--- src/rtl/dbus_burst_arb.sv ---
// dbus_burst_arb: round-robin arbiter that merges N Versat data-bus masters
// onto the single burst-capable databus port of the external-memory DMA.
// One master owns the bus for a whole burst of len+1 accepted beats. The
// owner then moves to the lowest round-robin priority.
// Build option: define DBUS_ARB_FIXED_PRIO_EN to switch to fixed priority.
// In that mode master 0 has the highest priority and the rotation pointer
// stays at 0.
module dbus_burst_arb #(
  parameter int N_MASTERS = 3,
  parameter int ADDR_W    = 32,
  parameter int DATA_W    = 32,
  parameter int LEN_W     = 8
) (
  input  logic                            clk,
  input  logic                            rst,
  input  logic [N_MASTERS-1:0]            m_valid,
  input  logic [N_MASTERS*ADDR_W-1:0]     m_addr,
  input  logic [N_MASTERS*DATA_W-1:0]     m_wdata,
  input  logic [N_MASTERS*(DATA_W/8)-1:0] m_wstrb,
  input  logic [N_MASTERS*LEN_W-1:0]      m_len,
  output logic [DATA_W-1:0]               m_rdata,
  output logic [N_MASTERS-1:0]            m_ready,
  output logic                            s_valid,
  output logic [ADDR_W-1:0]               s_addr,
  output logic [DATA_W-1:0]               s_wdata,
  output logic [DATA_W/8-1:0]             s_wstrb,
  output logic [LEN_W-1:0]                s_len,
  input  logic [DATA_W-1:0]               s_rdata,
  input  logic                            s_ready,
  output logic [N_MASTERS-1:0]            grant,
  output logic                            busy
);

  localparam int STRB_W = DATA_W / 8;
  localparam int PTR_W  = $clog2(N_MASTERS);

  typedef enum logic {S_IDLE = 1'b0, S_BUSY = 1'b1} state_t;

  state_t               r_state;
  logic [N_MASTERS-1:0] r_grant;
  logic                 r_busy;
  logic [LEN_W-1:0]     r_beat_cnt;
  logic [LEN_W-1:0]     r_len_q;
  logic [PTR_W-1:0]     r_rr_ptr;
  logic [PTR_W-1:0]     r_gidx;

  logic                 w_any;
  logic [PTR_W-1:0]     w_sel;
  logic [PTR_W-1:0]     w_cand;
  int                   w_j;

  // Pick the first requesting master at or after the rotation pointer.
  // The pointer never moves in fixed-priority mode, so this becomes a
  // lowest-index-wins search.
  always_comb begin
    w_any  = 1'b0;
    w_sel  = '0;
    w_cand = '0;
    w_j    = 0;
    for (int i = 0; i < N_MASTERS; i++) begin
      w_j = int'(r_rr_ptr) + i;
      if (w_j >= N_MASTERS) w_j = w_j - N_MASTERS;
      w_cand = PTR_W'(w_j);
      if (!w_any && m_valid[w_cand]) begin
        w_any = 1'b1;
        w_sel = w_cand;
      end
    end
  end

  // Route the owner's request fields to the DMA and steer the beat
  // acknowledge back to the owner. Read data is broadcast unregistered.
  always_comb begin
    s_valid = 1'b0;
    s_addr  = '0;
    s_wdata = '0;
    s_wstrb = '0;
    s_len   = '0;
    if (r_busy) begin
      s_valid = m_valid[r_gidx];
      s_addr  = m_addr[r_gidx*ADDR_W +: ADDR_W];
      s_wdata = m_wdata[r_gidx*DATA_W +: DATA_W];
      s_wstrb = m_wstrb[r_gidx*STRB_W +: STRB_W];
      s_len   = r_len_q;
    end
    m_ready = r_grant & {N_MASTERS{s_valid & s_ready}};
    m_rdata = s_rdata;
    grant   = r_grant;
    busy    = r_busy;
  end

  // Grant/release FSM. The grant is held until the last beat is accepted.
  // A master that drops valid mid-burst only stalls the burst. Release
  // always passes through IDLE, which leaves one dead cycle between bursts.
  always_ff @(posedge clk) begin
    if (!rst) begin
      r_state    <= S_IDLE;
      r_grant    <= '0;
      r_busy     <= 1'b0;
      r_beat_cnt <= '0;
      r_len_q    <= '0;
      r_rr_ptr   <= '0;
      r_gidx     <= '0;
    end else begin
      case (r_state)
        S_IDLE: begin
          if (w_any) begin
            r_grant    <= N_MASTERS'(1) << w_sel;
            r_gidx     <= w_sel;
            r_len_q    <= m_len[w_sel*LEN_W +: LEN_W];
            r_beat_cnt <= '0;
            r_busy     <= 1'b1;
            r_state    <= S_BUSY;
          end
        end
        S_BUSY: begin
          if (s_valid && s_ready) begin
            if (r_beat_cnt == r_len_q) begin
              r_grant    <= '0;
              r_busy     <= 1'b0;
              r_beat_cnt <= '0;
`ifndef DBUS_ARB_FIXED_PRIO_EN
              r_rr_ptr   <= (r_gidx == PTR_W'(N_MASTERS - 1)) ? '0 : r_gidx + 1'b1;
`endif
              r_state    <= S_IDLE;
            end else begin
              r_beat_cnt <= r_beat_cnt + 1'b1;
            end
          end
        end
        default: r_state <= S_IDLE;
      endcase
    end
  end

endmodule

--- config.mk ---
export PLATFORM = sky130hd
export DESIGN_NAME = dbus_burst_arb
export DESIGN_NICKNAME = d
export VERILOG_FILES = /design/src/rtl/dbus_burst_arb.sv
export SDC_FILE = /design/constraint.sdc
export NUM_CORES = 1
export LEC_CHECK = 0
export CAP_MARGIN = 20
export CORE_AREA = 2 2 149 151
export DETAILED_ROUTE_END_ITERATION = 7
export DIE_AREA = 0 0 151 153
export GPL_TIMING_DRIVEN = 0
export PLACE_DENSITY = 0.59
export SLEW_MARGIN = 5
export SYNTH_ARGS = -nofsm -noshare
export SYNTH_HDL_FRONTEND = slang
export SYNTH_SLANG_ARGS = --single-unit
--- constraint.sdc ---
create_clock -name clk -period 4.1 [get_ports clk]
set_clock_uncertainty 0.05 [all_clocks]
set_input_delay 0.82 -clock clk [delete_from_list [all_inputs] [get_ports clk]]
set_output_delay 0.82 -clock clk [all_outputs]
set_load 0.005 [all_outputs]
==> out/qor.yml <==
core_mm2: 0.02149
clkSlewWorstSetupHoldPaths_ns: 0.06
antenna_found_initial: 1
worst_setup_path_start_kind: "flip-flop"
worst_pin_slew_ns: 0.9600
detail_route.first_pass.iterations: 4
worst_vdd_drop_v: 0.0001960
globalRoute.totalOverflow: 0
synth_register_bits: 25
wirelength_um: 19520
cp.required_ns: 3.23
post_cts_buffers: 0
ant_nets: 0
cts_resized: 0
finalWeightedCongestion: 0.8381
grt_first_pass_wirelength_um: 27950
place.port_buffers: 348
dieArea_mm2: 0.02310
detailedPlacementHpwl_um: 16080
place_inst: 1163
clk_path_buf_depth: 2
endpoint_kind: "primary output"
tritoncts: "built"
cap_viol_max_count: 0
synth_area_leaders: "mux2i_1 21%, and2_1 13%, dfxtp_1 13%"
postSynthCellCount: 535
track_usage_pct: 15.49
timing.final.crit_period_ns: 3.691
tritoncts.num_buffers: 3
finalHoldViolations: 0
initial_core_util_pct: 17.91
drt-initial-drc-count: 181
min-delay-path-class: "flip-flop to flip-flop"
power_density_mw_per_mm2: 150.7
setup_tns_ns: 0
critical_path_class: "flip-flop to primary output"
diodes: 0
globalRouteMet3Util_pct: 2.388
dr_total_vias: 4944
number_of_global_route_vias_before_repair: 4821
groute.layer.met2.usage_pct: 28.03
cts-hold-fix-buffers: 0
synth_area_leader_cell: "mux2i_1"
max_clock_freq_ghz: 0.2709
timing.final.setup_violations: 0
syn_to_final_growth_pct: 101.7
synth_fp_nets: 806
dieHeight_um: 153
insertion_delay_ns: 0.26
rsz0062_at_grt: "false"
stdcell_count: 1167
synth.top_cell.area_share_pct: 20.81
total_of_fill_cells_in_the_finished_design: 2298
top_usage_layer: "met2"
root_buffer: "clkbuf_16"
grt_start_max_net_pins: 14
ioPinCount: 382
die_width_um: 151
timing.max_slew.rel_slack_pct: 36.00
routed_via_density: 4.237
outcome: "complete, no violations"
syn-cell-area_mm2: 0.003847
route.detailed.drc: 0
finish.net_count: 1159
final_min_period_over_clock_period_pct: 90.02
ys_seq_area_share_pct: 13.01
yosysWarningCount: 0
drive_above_1_share_pct: 7.328
number_of_placement_rows: 54
cp_max_fo: 10
worstPathArrival_ns: 2.82
synth_top_flop_cell: "dfxtp_1"
numClockSinks: 25
number_of_pins_exceeding_their_max_slew_limit_in_the_final_report: 0
synth_cell_types: 53
postSynthAreaPerCell_um2: 7.191
use_met1_pct: 19.45
synth-edff-count: 0
wl_per_cell_um: 16.72
ctsHtreeMaxLevel: 1
power_leakage_nw: 2.816
postSynth.asyncResetShare_pct: 0
final cells by class:
type                    instances  area [µm²]  share of cell area (%)
plain buffers                  71       425.4                   5.482
clock buffers                   4       78.83                   1.016
inverters                      18       67.56                  0.8707
multi-input cells             421        2854                   36.78
flip-flops and latches         25       500.5                   6.450
well taps                     280       350.3                   4.515
repair buffers                348        3483                   44.89
sequential cells by signal (all words and copies together), names as in the netlist:
| signal | count |
|---|---|
| r_beat_cnt | 8 |
| r_len_q | 8 |
| grant | 3 |
| r_gidx | 2 |
| r_rr_ptr | 2 |
| busy | 1 |
| r_state | 1 |
cell usage after synthesis (5+ instances only):
cell type / instances
nand2_1: 83
dfxtp_1: 25
and2_1: 83
o21ai_0: 72
buf_1: 5
ha_1: 5
nor2_1: 8
inv_1: 18
xnor2_1: 8
buf_2: 7
o221ai_1: 7
mux2i_1: 80
clkbuf_1: 22
nor2b_1: 13
buf_4: 34
layer usage:
| layer | wire length (µm) | share of wire, % |
|---|---|---|
| met1 | 8416 | 43 |
| met2 | 9410 | 48 |
| met3 | 1373 | 7.0 |
| met4 | 317 | 1.6 |
| met5 | 0 | 0 |
critical path: stages (launching register included):
cell and delay (ns):
dfxtp_1 0.31, buf_4 0.20, nor2b_1 0.14, buf_2 0.26
buf_2 0.38, clkbuf_1 0.43, nand2_1 0.09, o21ai_0 0.08
and2_1 0.15, clkdlybuf4s50_1 0.51
final timing paths:
path,start,endpoint,slack (ns),cells past startpoint
hold reg to reg,r_rr_ptr[0],r_rr_ptr[0],0.46,2
hold / removal,r_rr_ptr[0],r_rr_ptr[0],0.46,2
setup / recovery,r_gidx[0],s_addr[25],0.41,9
setup reg to reg,r_rr_ptr[0],r_len_q[2],1.39,8
cells by family (layout without fill, tap and decap cells):
kind of cell	after synthesis	count (layout)	share of synthesized area (%)
compound gates	114	114	18.57
simple gates	210	210	29.59
xor+xnor	8	8	1.821
buf+inv	89	441	12.81
flops	25	25	13.01
mux	84	84	22.57
fa+ha+maj	5	5	1.626
power by group:
group	leakage [nW]	switching (mW)	internal, mW
clock	0.0382	0.0860	0.133
sequential	0.204	0.0137	0.255
combinational	2.57	0.239	0.443
cells in the final DEF, fill, tap and decap left out, types with 2 or more instances in the layout:
cell type	Yosys	final
clkdlybuf4s50_1	0	348
nand2_1	83	83
and2_1	83	83
mux2i_1	80	80
o21ai_0	72	72
buf_4	34	34
dfxtp_1	25	25
clkbuf_1	22	23
inv_1	18	18
nor2b_1	13	13
nor2_1	8	8
xnor2_1	8	8
buf_2	7	7
o221ai_1	7	7
buf_1	5	5
ha_1	5	5
o21ai_1	4	4
and3_1	4	4
o211ai_1	4	4
o211a_1	4	4
buf_6	3	3
nand3b_1	3	3
clkbuf_16	0	3
mux2_2	2	2
mux2i_4	2	2
and3b_1	2	2
o22ai_1	2	2
a21oi_2	2	2
a31oi_1	2	2
nand4_1	2	2
a21boi_1	2	2
nand3_1	2	2
o221a_2	2	2
o32ai_1	2	2
stage by stage:
step	hold slack (ns)	setup slack (ns)	utilization, %	area, µm²	total power [mW]
finish	0.4620	0.4092	36.12	7760	1.169
global route	0.4747	0.1485	36.12	7760	1.243
global placement	0.4368	0.6062	35.75	7681	0.9608
CTS	0.4612	0.3328	36.12	7760	1.187
detailed placement	0.4507	0.6098	35.75	7681	0.9628
floorplan	0.4147	1.807	-	3847	0.5125
Note: power is estimated with default switching activity, not from simulation.
